### src/rtl/servo_ctrl_pkg.sv
// rtl/servo_ctrl_pkg.sv - shared state type, widths and ramp helper for servo_ctrl
package servo_ctrl_pkg;

  typedef enum logic {
    IDLE = 1'b0,
    RUN  = 1'b1
  } state_t;

  localparam int RATIO_W   = 8;
  localparam int COUNT_MAX = 255;

  // The step is clamped to the remaining distance, so the result always lies
  // between cur and target and can never wrap.
  function automatic logic [RATIO_W-1:0] ramp_next(
    input logic [RATIO_W-1:0] cur,
    input logic [RATIO_W-1:0] target,
    input logic [RATIO_W-1:0] step
  );
    logic [RATIO_W-1:0] diff;
    diff      = '0;
    ramp_next = cur;
    if (cur < target) begin
      diff      = target - cur;
      ramp_next = cur + ((diff > step) ? step : diff);
    end else if (cur > target) begin
      diff      = cur - target;
      ramp_next = cur - ((diff > step) ? step : diff);
    end
  endfunction

endpackage

### src/rtl/servo_ctrl_pwm_gen.sv
// rtl/servo_ctrl_pwm_gen.sv - prescaler, 8-bit PWM counter and comparator with period-end strobe
module servo_ctrl_pwm_gen
  import servo_ctrl_pkg::*;
#(
  parameter int PRESCALE = 4
) (
  input  logic               clock,
  input  logic               reset_n,
  input  logic               i_run,
  input  logic [RATIO_W-1:0] i_ratio,
  output logic               o_pwm,
  output logic               o_period_end
);

  localparam int PSW = (PRESCALE > 1) ? $clog2(PRESCALE) : 1;

  logic [PSW-1:0]     r_presc;
  logic [RATIO_W-1:0] r_count;
  logic               r_pwm;
  logic               w_presc_wrap;

  assign w_presc_wrap = (r_presc == PSW'(PRESCALE - 1));
  assign o_period_end = i_run && w_presc_wrap && (r_count == RATIO_W'(COUNT_MAX));
  assign o_pwm        = r_pwm;

  // Dropping i_run clears everything, so a new run always starts at count 0.
  always_ff @(posedge clock or negedge reset_n) begin
    if (!reset_n) begin
      r_presc <= '0;
      r_count <= '0;
      r_pwm   <= 1'b0;
    end else if (!i_run) begin
      r_presc <= '0;
      r_count <= '0;
      r_pwm   <= 1'b0;
    end else begin
      r_pwm <= (r_count < i_ratio);
      if (w_presc_wrap) begin
        r_presc <= '0;
        r_count <= r_count + RATIO_W'(1);
      end else begin
        r_presc <= r_presc + PSW'(1);
      end
    end
  end

endmodule

### src/rtl/servo_ctrl.sv
// rtl/servo_ctrl.sv - servo PWM controller: enable FSM and duty-ratio slew toward target
module servo_ctrl
  import servo_ctrl_pkg::*;
#(
  parameter int PRESCALE     = 4,
  parameter int RAMP_STEP    = 1,
  parameter int RAMP_PERIODS = 1
) (
  input  logic               clock,
  input  logic               reset_n,
  input  logic               pwm_enable,
  input  logic [RATIO_W-1:0] start_pwm_ratio,
  input  logic [RATIO_W-1:0] target_pwm_ratio,
  output logic               pwm_signal
);

  localparam int PCW = (RAMP_PERIODS > 1) ? $clog2(RAMP_PERIODS) : 1;

  state_t             r_state, w_state_next;
  logic [RATIO_W-1:0] r_cur, w_cur_next;
  logic [PCW-1:0]     r_pcnt, w_pcnt_next;
  logic               w_run;
  logic               w_period_end;

  // Enable/disable transitions take priority over a coincident period end.
  assign w_run = (r_state == RUN) && pwm_enable;

  servo_ctrl_pwm_gen #(
    .PRESCALE(PRESCALE)
  ) u_pwm_gen (
    .clock       (clock),
    .reset_n     (reset_n),
    .i_run       (w_run),
    .i_ratio     (r_cur),
    .o_pwm       (pwm_signal),
    .o_period_end(w_period_end)
  );

  always_ff @(posedge clock or negedge reset_n) begin
    if (!reset_n) begin
      r_state <= IDLE;
      r_cur   <= '0;
      r_pcnt  <= '0;
    end else begin
      r_state <= w_state_next;
      r_cur   <= w_cur_next;
      r_pcnt  <= w_pcnt_next;
    end
  end

  always_comb begin
    w_state_next = r_state;
    w_cur_next   = r_cur;
    w_pcnt_next  = r_pcnt;
    case (r_state)
      IDLE: begin
        if (pwm_enable) begin
          w_state_next = RUN;
          w_cur_next   = start_pwm_ratio;
          w_pcnt_next  = '0;
        end
      end
      RUN: begin
        if (!pwm_enable) begin
          w_state_next = IDLE;
          w_pcnt_next  = '0;
        end else if (w_period_end) begin
          if (r_pcnt == PCW'(RAMP_PERIODS - 1)) begin
            w_pcnt_next = '0;
            w_cur_next  = ramp_next(r_cur, target_pwm_ratio, RATIO_W'(RAMP_STEP));
          end else begin
            w_pcnt_next = r_pcnt + PCW'(1);
          end
        end
      end
      default: w_state_next = IDLE;
    endcase
  end

endmodule

### config.mk
export PLATFORM = sky130hd
export DESIGN_NAME = servo_ctrl
export DESIGN_NICKNAME = d
export VERILOG_FILES = /design/src/rtl/servo_ctrl_pkg.sv /design/src/rtl/servo_ctrl_pwm_gen.sv /design/src/rtl/servo_ctrl.sv
export SDC_FILE = /design/constraint.sdc
export NUM_CORES = 1
export LEC_CHECK = 0
export ABC_AREA = 1
export BUFFER_PORTS_ARGS = -buffer_cell sky130_fd_sc_hd__buf_2
export CAP_MARGIN = 20
export CELL_PAD_IN_SITES_DETAIL_PLACEMENT = 0
export CELL_PAD_IN_SITES_GLOBAL_PLACEMENT = 1
export CORE_MARGIN = 2
export CORE_UTILIZATION = 41
export DETAILED_ROUTE_END_ITERATION = 10
export PLACE_DENSITY = 0.79
export REMOVE_ABC_BUFFERS = 1
export SYNTH_ARGS = -nofsm -noshare
export SYNTH_HDL_FRONTEND = slang
export SYNTH_HIERARCHICAL = 1
export SYNTH_SLANG_ARGS = --single-unit
### constraint.sdc
create_clock -name clock -period 5.4 [get_ports clock]
set_input_delay 0.54 -clock clock [delete_from_list [all_inputs] [get_ports clock]]
set_output_delay 0.54 -clock clock [all_outputs]
set_load 0.03 [all_outputs]
## After elaboration in Yosys (flattened, before gate mapping)

Index checks and enable logic that the tools add are counted.

- Register bits: 21
- Input bits: 19
- Output and inout port bits: 1
- Word-level logic and storage cells: 53

- Add/sub/neg operators: 7
- $lt $le $gt $ge: 5
- Eq/ne operators: 9
- Mux-type cells: 20
- Bitwise gates (word level): 1
- Reductions and logical operators: 5

Operators by type and width:

| cell | number |
|---|---|
| $mux 8 | 10 |
| $sub 8x8->8 | 3 |
| $gt 8x1->1 const B | 2 |
| $lt 8x8->1 | 2 |
| $pmux 8 s2 | 1 |
| $add 8x1->8 const B | 1 |
| $add 8x8->8 | 1 |
| $eq 8x8->1 const B | 1 |
| $gt 8x8->1 | 1 |
| $ne 2x2->1 const B | 4 |
| $mux 1 | 6 |
| $reduce_and 5->1 | 1 |
| $mux 2 | 2 |
| $logic_and 1x1->1 | 3 |
| $ne 3x1->1 const B | 1 |
| $ne 3x2->1 const B | 1 |
| $add 2x1->2 const B | 1 |
| $eq 2x2->1 const B | 1 |
| $ne 2x1->1 const B | 1 |
| $pmux 1 s2 | 1 |
| $reduce_and 2->1 | 1 |
| $add 1x1->1 const B | 1 |
| $not 1->1 | 1 |

## Logic depth before layout (Yosys ltp)

Gate-level depths: netlist of run 1.

- Depth in word-level cells: 10
- Gate-level depth with buffers: 25

## Modules after synthesis

The synthesis of run 1 kept the hierarchy.

Modules (own cells, without submodules):

| module | instances | cells each | area an instance (sq um) |
|---|---|---|---|
| servo_ctrl | 1 | 244 | 1622.8 |
| servo_ctrl_pwm_gen | 1 | 93 | 711.9 |

## Worst setup path after synthesis of run 1

OpenSTA, ideal clock, no wires.

- Path kind: input to register
- Start: in target_pwm_ratio[0]
- End: reg r_cur[5]
- Library setup time: 125 ps
- Arrival time: 3415 ps
- Required time: 5275 ps
- Path slack: 1859 ps
- Stages: 22
- Cells stage by stage: inv_1 > ha_1 > fa_1 > inv_1 > nand3_1 > nand3_1 > nand2_1 > nand2_1 > nor2_2 > nand2_2 > inv_1 > ha_1 > or2_2 > ha_1 > nand2_1 > o21ai_0 > a21oi_1 > o21ai_0 > xor2_1 > nand2_1 > o211ai_1 > o21ai_2

- Longest elaborated chain between the ends: 10
- Elaborated cells on any way between the ends: 18

RTL lines:

| what | line | RTL |
|---|---|---|
| start: declaration | servo_ctrl.sv:13 | `input logic [RATIO_W-1:0] target_pwm_ratio,` |
| $sub 8x8->8 | servo_ctrl_pkg.sv:26 | `diff = cur - target;` |
| $gt 8x1->1 | servo_ctrl_pkg.sv:27 | `ramp_next = cur - ((diff > step) ? step : diff);` |
| $mux 8 | servo_ctrl_pkg.sv:27 |  |
| $sub 8x8->8 | servo_ctrl_pkg.sv:27 |  |
| $mux 8 | servo_ctrl_pkg.sv:25 | `end else if (cur > target) begin` |
| $mux 8 | servo_ctrl_pkg.sv:22 | `if (cur < target) begin` |
| $mux 8 | servo_ctrl.sv:68 | `if (r_pcnt == PCW'(RAMP_PERIODS - 1)) begin` |
| $mux 8 | servo_ctrl.sv:67 | `end else if (w_period_end) begin` |
| $mux 8 | servo_ctrl.sv:64 | `if (!pwm_enable) begin` |
| $pmux 8 s2 | servo_ctrl.sv:55 | `case (r_state)` |
| end signal: assignment | servo_ctrl.sv:46 | `r_cur <= w_cur_next;` |
| end: declaration | servo_ctrl.sv:20 | `logic [RATIO_W-1:0] r_cur, w_cur_next;` |

Parallel ways exist; a longest one is shown, timed or not. The select of a mux whose other input is x is not followed.
A chain may end at the register's enable or synchronous reset.

## Final worst setup path of run 1

- Start: reg r_cur[4]
- End: reg r_cur[5]

- Longest elaborated chain between the ends: 10
- Elaborated cells on any way between the ends: 18

RTL lines:

| what | line |
|---|---|
| $sub 8x8->8 | servo_ctrl_pkg.sv:26 |
| $gt 8x1->1 | servo_ctrl_pkg.sv:27 |
| $mux 8 | servo_ctrl_pkg.sv:27 |
| $sub 8x8->8 | servo_ctrl_pkg.sv:27 |
| $mux 8 | servo_ctrl_pkg.sv:25 |
| $mux 8 | servo_ctrl_pkg.sv:22 |
| $mux 8 | servo_ctrl.sv:68 |
| $mux 8 | servo_ctrl.sv:67 |
| $mux 8 | servo_ctrl.sv:64 |
| $pmux 8 s2 | servo_ctrl.sv:55 |

Parallel ways exist; a longest one is shown, timed or not. The select of a mux whose other input is x is not followed.

==> reports/metrics.yaml, run 1 <==
setup_path:
  worst_path_largest_cell_delay_ns: 0.46
  crit_path_max_fanout: 7
  worst_ep_required_time_ns: 5.54
  crit_buf_inv: 1
  r2r_end: "r_cur[5]$_DFFE_PN0P_"
  reg2reg_depth: 21
  start_kind: "flop"
  end_kind: "flop"
  crit_slowest_cell: "ha_1"
  startpoint: "r_cur[4]$_DFFE_PN0P_"
  crit_path_frequent_cell: "nand2_1"
  reg2reg_slack_ns: 1.57
  critPathKind: "flop to flop"
  crit_arrival_ns: 3.97
  r2r_start: "r_cur[4]$_DFFE_PN0P_"
  critical_path.top_delay_family: "simple AND/OR/NAND/NOR gates"
  worstPathCellList: "ha_1, nand2_1, nor2_1, nand2_1, nand2_1, nand2_1, nand2_1, nor2_2, nand2_2, inv_1, ha_1, or2_2, ha_1, nand2_1, o21ai_0, a21oi_1, o21ai_0, xor2_1, nand2_1, o211ai_1, o21ai_2"
timing:
  hold_viol: 0
  fin_worst_skew_ns: 0.00146
  slew_violations: 0
  max_freq_mhz: 261
  slew_headroom_pct: 54.6
  worst_slew_pin_slew_ns: 0.680
  final_min_period_over_clock_period_pct: 71.0
  rsz0062_at_grt: "false"
  holdWs_ns: 0.221
  tns_ns: 0
  min_period_ns: 3.83
  finalSetupViolCount: 0
layout:
  drive_above_1_share_pct: 15.9
  nets: 409
  area_delta_synth_final_pct: 7.93
  antenna_cells: 0
synth:
  yosys.area.top_type: "dfrtp_1"
  yosysUniqueCellTypes: 36
  synth_ff_type: "dfrtp_1"
  ys_top_cells_by_area: "dfrtp_1 (21%), ha_1 (17%), nand2_1 (14%)"
  yosys.area_share.adder_pct: 19.7
  synthSimpleGateAreaFrac_pct: 29.8
  synth-seq-area-share_pct: 21.4
  syn_area_sq_um: 2330
  synth_seq_cells: 20
  synth_top_family_by_area: "simple AND/OR/NAND/NOR gates"
  synth_compound_area_share_pct: 13.3
  ys_warn_count: 6
  synth.top_cell.area_share_pct: 21.4
  synth-edff-count: 0
  synth_xor_area_share_pct: 3.00
  syn_inst: 337
  muxShareOfSynthArea_pct: 0
  async_reset_ff_share_pct: 100
  synth.avg_cell_area_sq_um: 6.93
grt:
  antenna_found_initial: 0
  grt_max_degree: 21
  grt-ovfl-total: 0
  grt_pass1_wl_um: 9160
  grt_usage_pct: 17.9
  grt_pass1_vias: 2045
die:
  boundaryPins: 20
  core_area_sq_um: 5510
  floorplan.rows: 27
  dieHeight_um: 79.5
  die-area_sq_um: 6310
  start_util_pct: 42.4
  die_w_um: 79.5
clocking:
  cts_sinks: 20
  clock_tree.buffer_depth: 2
  cts_tree: "yes"
  h-tree-depth: 1
  cts_buffers: 3
  post_cts_resize_count: 0
  cts-root-buf: "clkbuf_8"
  hold_buffers: 0
  cts_setup_buffers: 0
  path_clk_slew_ns: 0.07
  insertion_delay_ns: 0.26
worst_hold_path:
  hold_path_class: "primary input to async pin"
place:
  place_congestion: 0.848
  hpwl_um: 4140
  io_buffers: 19
power_and_ir_drop:
  peakVddDrop_uv: 210
  p_per_area_nw_per_um2: 425
  power.leakage_uw: 0.00141
routing:
  initialDrtViolationCount: 96
  antenna_left: 0
  via_count: 2054
  routedWlPerCell_um: 11.6
  avgViaCountPerCell: 4.83
  route.detailed.drc: 0
  first_pass_iters: 4
  drt_wl_total_um: 4930
run_status:
  status: "finished clean"
flow_run:
  maxCapViolCount: 0
[cells in the final DEF, fill, tap and decap left out, drive strengths merged, types with 7 or more instances in the layout]
cell,n
o211ai,7
nor2,27
dfrtp,20
nand3,20
buf,19
inv,67
a21oi,18
o21ai,19
nand2,89
ha,32
[how the worst max path moves through the flow]
| stage | end | depth (start not counted) |
|---|---|---|
| 2_1_floorplan | r_cur[5]$_DFFE_PN0P_ | 22 |
| 3_3_place_gp | r_cur[5]$_DFFE_PN0P_ | 23 |
| 3_5_place_dp | r_cur[5]$_DFFE_PN0P_ | 23 |
| 4_1_cts | r_cur[5]$_DFFE_PN0P_ | 21 |
| 5_1_grt | r_cur[5]$_DFFE_PN0P_ | 21 |
| 6_report | r_cur[5]$_DFFE_PN0P_ | 21 |
[through the flow]
step                worst slack (ns)  instance area [sq um]  cells  total power, uW  util, %
floorplan                       1.84                   2290    331              820        -
global placement                1.32                   2480    422              981     45.0
detailed placement              1.35                   2480    422              976     45.0
CTS                             1.56                   2520    425             1080     45.8
global route                    1.22                   2520    425             1210     45.8
finish                          1.57                   2520    425             1070     45.8
[state kept, by name (all words and copies together) (netlist names)]
| name | flops |
|---|---|
| r_cur | 8 |
| r_state | 1 |
| u_pwm_gen/o_pwm | 1 |
| u_pwm_gen/r_count | 8 |
| u_pwm_gen/r_presc | 2 |
[synthesized netlist by cell type, types with 4 or more instances]
library cell	count
nand3_1	18
inv_1	62
o21ai_0	9
dfrtp_1	20
o21ai_2	7
nor2_1	23
nand4_1	6
nand2_1	84
o211ai_2	4
ha_1	32
inv_2	5
xor2_1	6
nand2_2	4
a21oi_1	18
[power breakdown]
part	leakage [uW]	internal [uW]	switching [uW]
logic	0.00113	299	462
clock network	0.0000216	49.7	46.4
registers	0.000261	175	38.6
[routing by layer]
layer / vias to the layer above / global-route usage, % / routed length, um
met5: - / 0 / 0
met4: 0 / 2.59 / 7
met3: 2 / 2.04 / 159
met2: 32 / 28.9 / 2150
met1: 916 / 26.2 / 2610
li1: 1104 / - / -
[cells by family after synthesis]
| family | after synthesis |
|---|---|
| AND/OR/NAND/NOR | 153 |
| other | 1 |
| buffers and inverters | 73 |
| flip-flops | 20 |
| adder cells (fa/ha/maj) | 35 |
| XOR/XNOR | 8 |
| AO/OA/AOI/OAI | 47 |
[final cells by class]
cell class | instances | area, sq um
inverter | 67 | 251
clock buffer | 3 | 41.3
timing repair buffer | 19 | 95.1
tap | 72 | 90.1
fill | 564 | 2990
multi-input combinational | 244 | 1540
sequential | 20 | 500
[worst reg2reg max path, delay by kind of cell, from the launching register on]
kind / cells / cell delay [ns]
flip-flops: 1 / 0.43
XOR/XNOR: 1 / 0.17
AO/OA/AOI/OAI: 5 / 0.93
AND/OR/NAND/NOR: 11 / 1.15
buffers and inverters: 1 / 0.05
adder cells (fa/ha/maj): 3 / 0.99
Note: power is estimated with default switching activity, not from simulation.
==> inputs of run 2 (changes only) <==
- clock period: 5.4 -> 3.85 ns (I/O delays scaled with it)
==> run 2 against run 1 <==
Design area is 2.0% higher. Total power is 48% higher. Routed wire length is 3.4% higher. First-iteration DRC count is 3.1% higher. Clock power is 39% higher. Die area stayed put. Combinational power is 52% higher. Non-clock buffer count is 5 higher. Sequential power is 38% higher. Critical endpoint unchanged. Largest cell class unchanged.
==> reports/metrics.yaml, run 2 (synthesis gave the netlist of run 1 again) <==
setup_path:
  end_kind: "flop"
  start_kind: "flop"
  reg2reg_depth: 21
  worst_ep_required_time_ns: 3.99
  crit_arrival_ns: 3.68
  critPathKind: "flop to flop"
  crit_path_max_fanout: 5
worst_hold_path:
  hold_path_class: "primary input to async pin"
grt:
  grt_pass1_vias: 1947
  grt-ovfl-total: 0
  grt_pass1_wl_um: 8890
  grt_usage_pct: 17.7
  grt_max_degree: 21
  antenna_found_initial: 0
timing:
  worst_slew_pin_slew_ns: 0.711
  final_min_period_over_clock_period_pct: 92.0
  fin_ws_ns: 0.307
  min_period_ns: 3.54
  slew_headroom_pct: 52.6
  fin_worst_skew_ns: 0.00162
  max_freq_mhz: 282
  finalSetupViolCount: 0
  slew_violations: 0
  tns_ns: 0
  hold_viol: 0
  rsz0062_at_grt: "false"
place:
  post_dp_cell_area_sq_um: 2520
  place_congestion: 0.875
  hpwl_um: 4220
  io_buffers: 19
  place_ws_ns: 0.0390
clocking:
  cts_buffers: 3
  clock_tree.buffer_depth: 2
  cts_sinks: 20
  post_cts_resize_count: 0
  cts-root-buf: "clkbuf_8"
  h-tree-depth: 1
  cts_tree: "yes"
  hold_buffers: 0
  cts_setup_buffers: 0
  insertion_delay_ns: 0.25
  path_clk_slew_ns: 0.07
die:
  start_util_pct: 42.4
  boundaryPins: 20
  dieHeight_um: 79.5
  core_area_sq_um: 5510
  floorplan.rows: 27
  die_w_um: 79.5
  die-area_sq_um: 6310
routing:
  first_pass_iters: 4
  initialDrtViolationCount: 99
  routedWlPerCell_um: 11.9
  via_count: 2053
  avgViaCountPerCell: 4.77
  drt_wl_total_um: 5100
  route.detailed.drc: 0
  antenna_left: 0
power_and_ir_drop:
  p_per_area_nw_per_um2: 617
  power.leakage_uw: 0.00144
  peakVddDrop_uv: 256
layout:
  antenna_cells: 0
  nFillCells: 573
  layout_common_cells: "nand2_1 (84), inv_1 (62), ha_1 (31), nor2_1 (23), dfrtp_1 (20)"
  area_delta_synth_final_pct: 10.1
  top_regs: "r_cur x8, u_pwm_gen/r_count x8, u_pwm_gen/r_presc x2"
  final_cell_area_sq_um: 2570
  nets: 414
  drive_above_1_share_pct: 17.3
  final_common_cell: "nand2_1"
flow_run:
  maxCapViolCount: 0
run_status:
  status: "finished clean"
-- run 2: changes by cell type in the layout (fill, tap and decap cells not counted), sizes merged --
| cell | change |
|---|---|
| buf | +5 |
-- run 2: per-layer routing --
| metal | part of all wire (%) | global-route usage [%] | vias to the layer above | wire, um |
|---|---|---|---|---|
| li1 | - | - | 1108 | - |
| met1 | 53 | 25.8 | 920 | 2710 |
| met2 | 44 | 28.6 | 23 | 2240 |
| met3 | 2.6 | 2.26 | 2 | 131 |
| met4 | 0.27 | 2.41 | 0 | 14 |
| met5 | 0 | 0 | - | 0 |
-- run 2: path summary, 6_finish.rpt --
path,startpoint,to,slack (ns)
max reg2reg,r_cur[0]$_DFFE_PN0P_,r_cur[5]$_DFFE_PN0P_,0.31
min,reset_n,u_pwm_gen/r_presc[1]$_DFF_PN0_,0.07
min in group clock,pwm_enable,r_state$_DFF_PN0_,0.26
max in group asynchronous,reset_n,r_cur[4]$_DFFE_PN0P_,3.47
min reg2reg,u_pwm_gen/r_presc[0]$_DFF_PN0_,u_pwm_gen/r_presc[0]$_DFF_PN0_,0.44
max,r_cur[0]$_DFFE_PN0P_,r_cur[5]$_DFFE_PN0P_,0.31
-- run 2: layout make-up --
class                   instances  area [sq um]  share of cell area, %
clock buffers                   3          41.3                   1.61
flip-flops and latches         20           500                   19.5
inverters                      67           251                   9.79
well taps                      72          90.1                   3.51
multi-input cells             244          1550                   60.5
repair buffers                 24           133                   5.16
-- run 2: power breakdown --
group          switching [uW]  internal, uW  total, uW  leakage [uW]
clock                    64.3          69.6        134     0.0000216
combinational             679           477       1160       0.00116
sequential               50.4           245        295      0.000261
total                     794           791       1590       0.00144
-- run 2: critical path, cell delays in order, from the launching register on --
cell and delay, ns:
dfrtp_1 0.41, ha_1 0.22, fa_1 0.41, inv_1 0.10
nand3_1 0.13, nand3_1 0.09, nand2_1 0.05, nand2_1 0.07
nor2_2 0.05, nand2_2 0.10, inv_1 0.05, ha_1 0.20
or2_2 0.33, ha_4 0.30, nand2_1 0.05, o21ai_1 0.18
a21oi_1 0.09, o21ai_1 0.16, xor2_1 0.18, nand2_1 0.07
o211ai_1 0.12, o21ai_2 0.07
-- run 2: per-stage QoR --
| step | power [uW] | hold WS (ns) | util, % | std cells |
|---|---|---|---|---|
| final | 1590 | 0.0689 | 46.7 | 430 |
| after floorplan | 1150 | 0.0894 | - | 331 |
| after global routing | 1780 | 0.113 | 46.7 | 430 |
| after detailed placement | 1430 | 0.365 | 45.7 | 427 |
| after global placement | 1430 | 0.358 | 45.7 | 427 |
| after CTS | 1580 | 0.0867 | 46.4 | 430 |
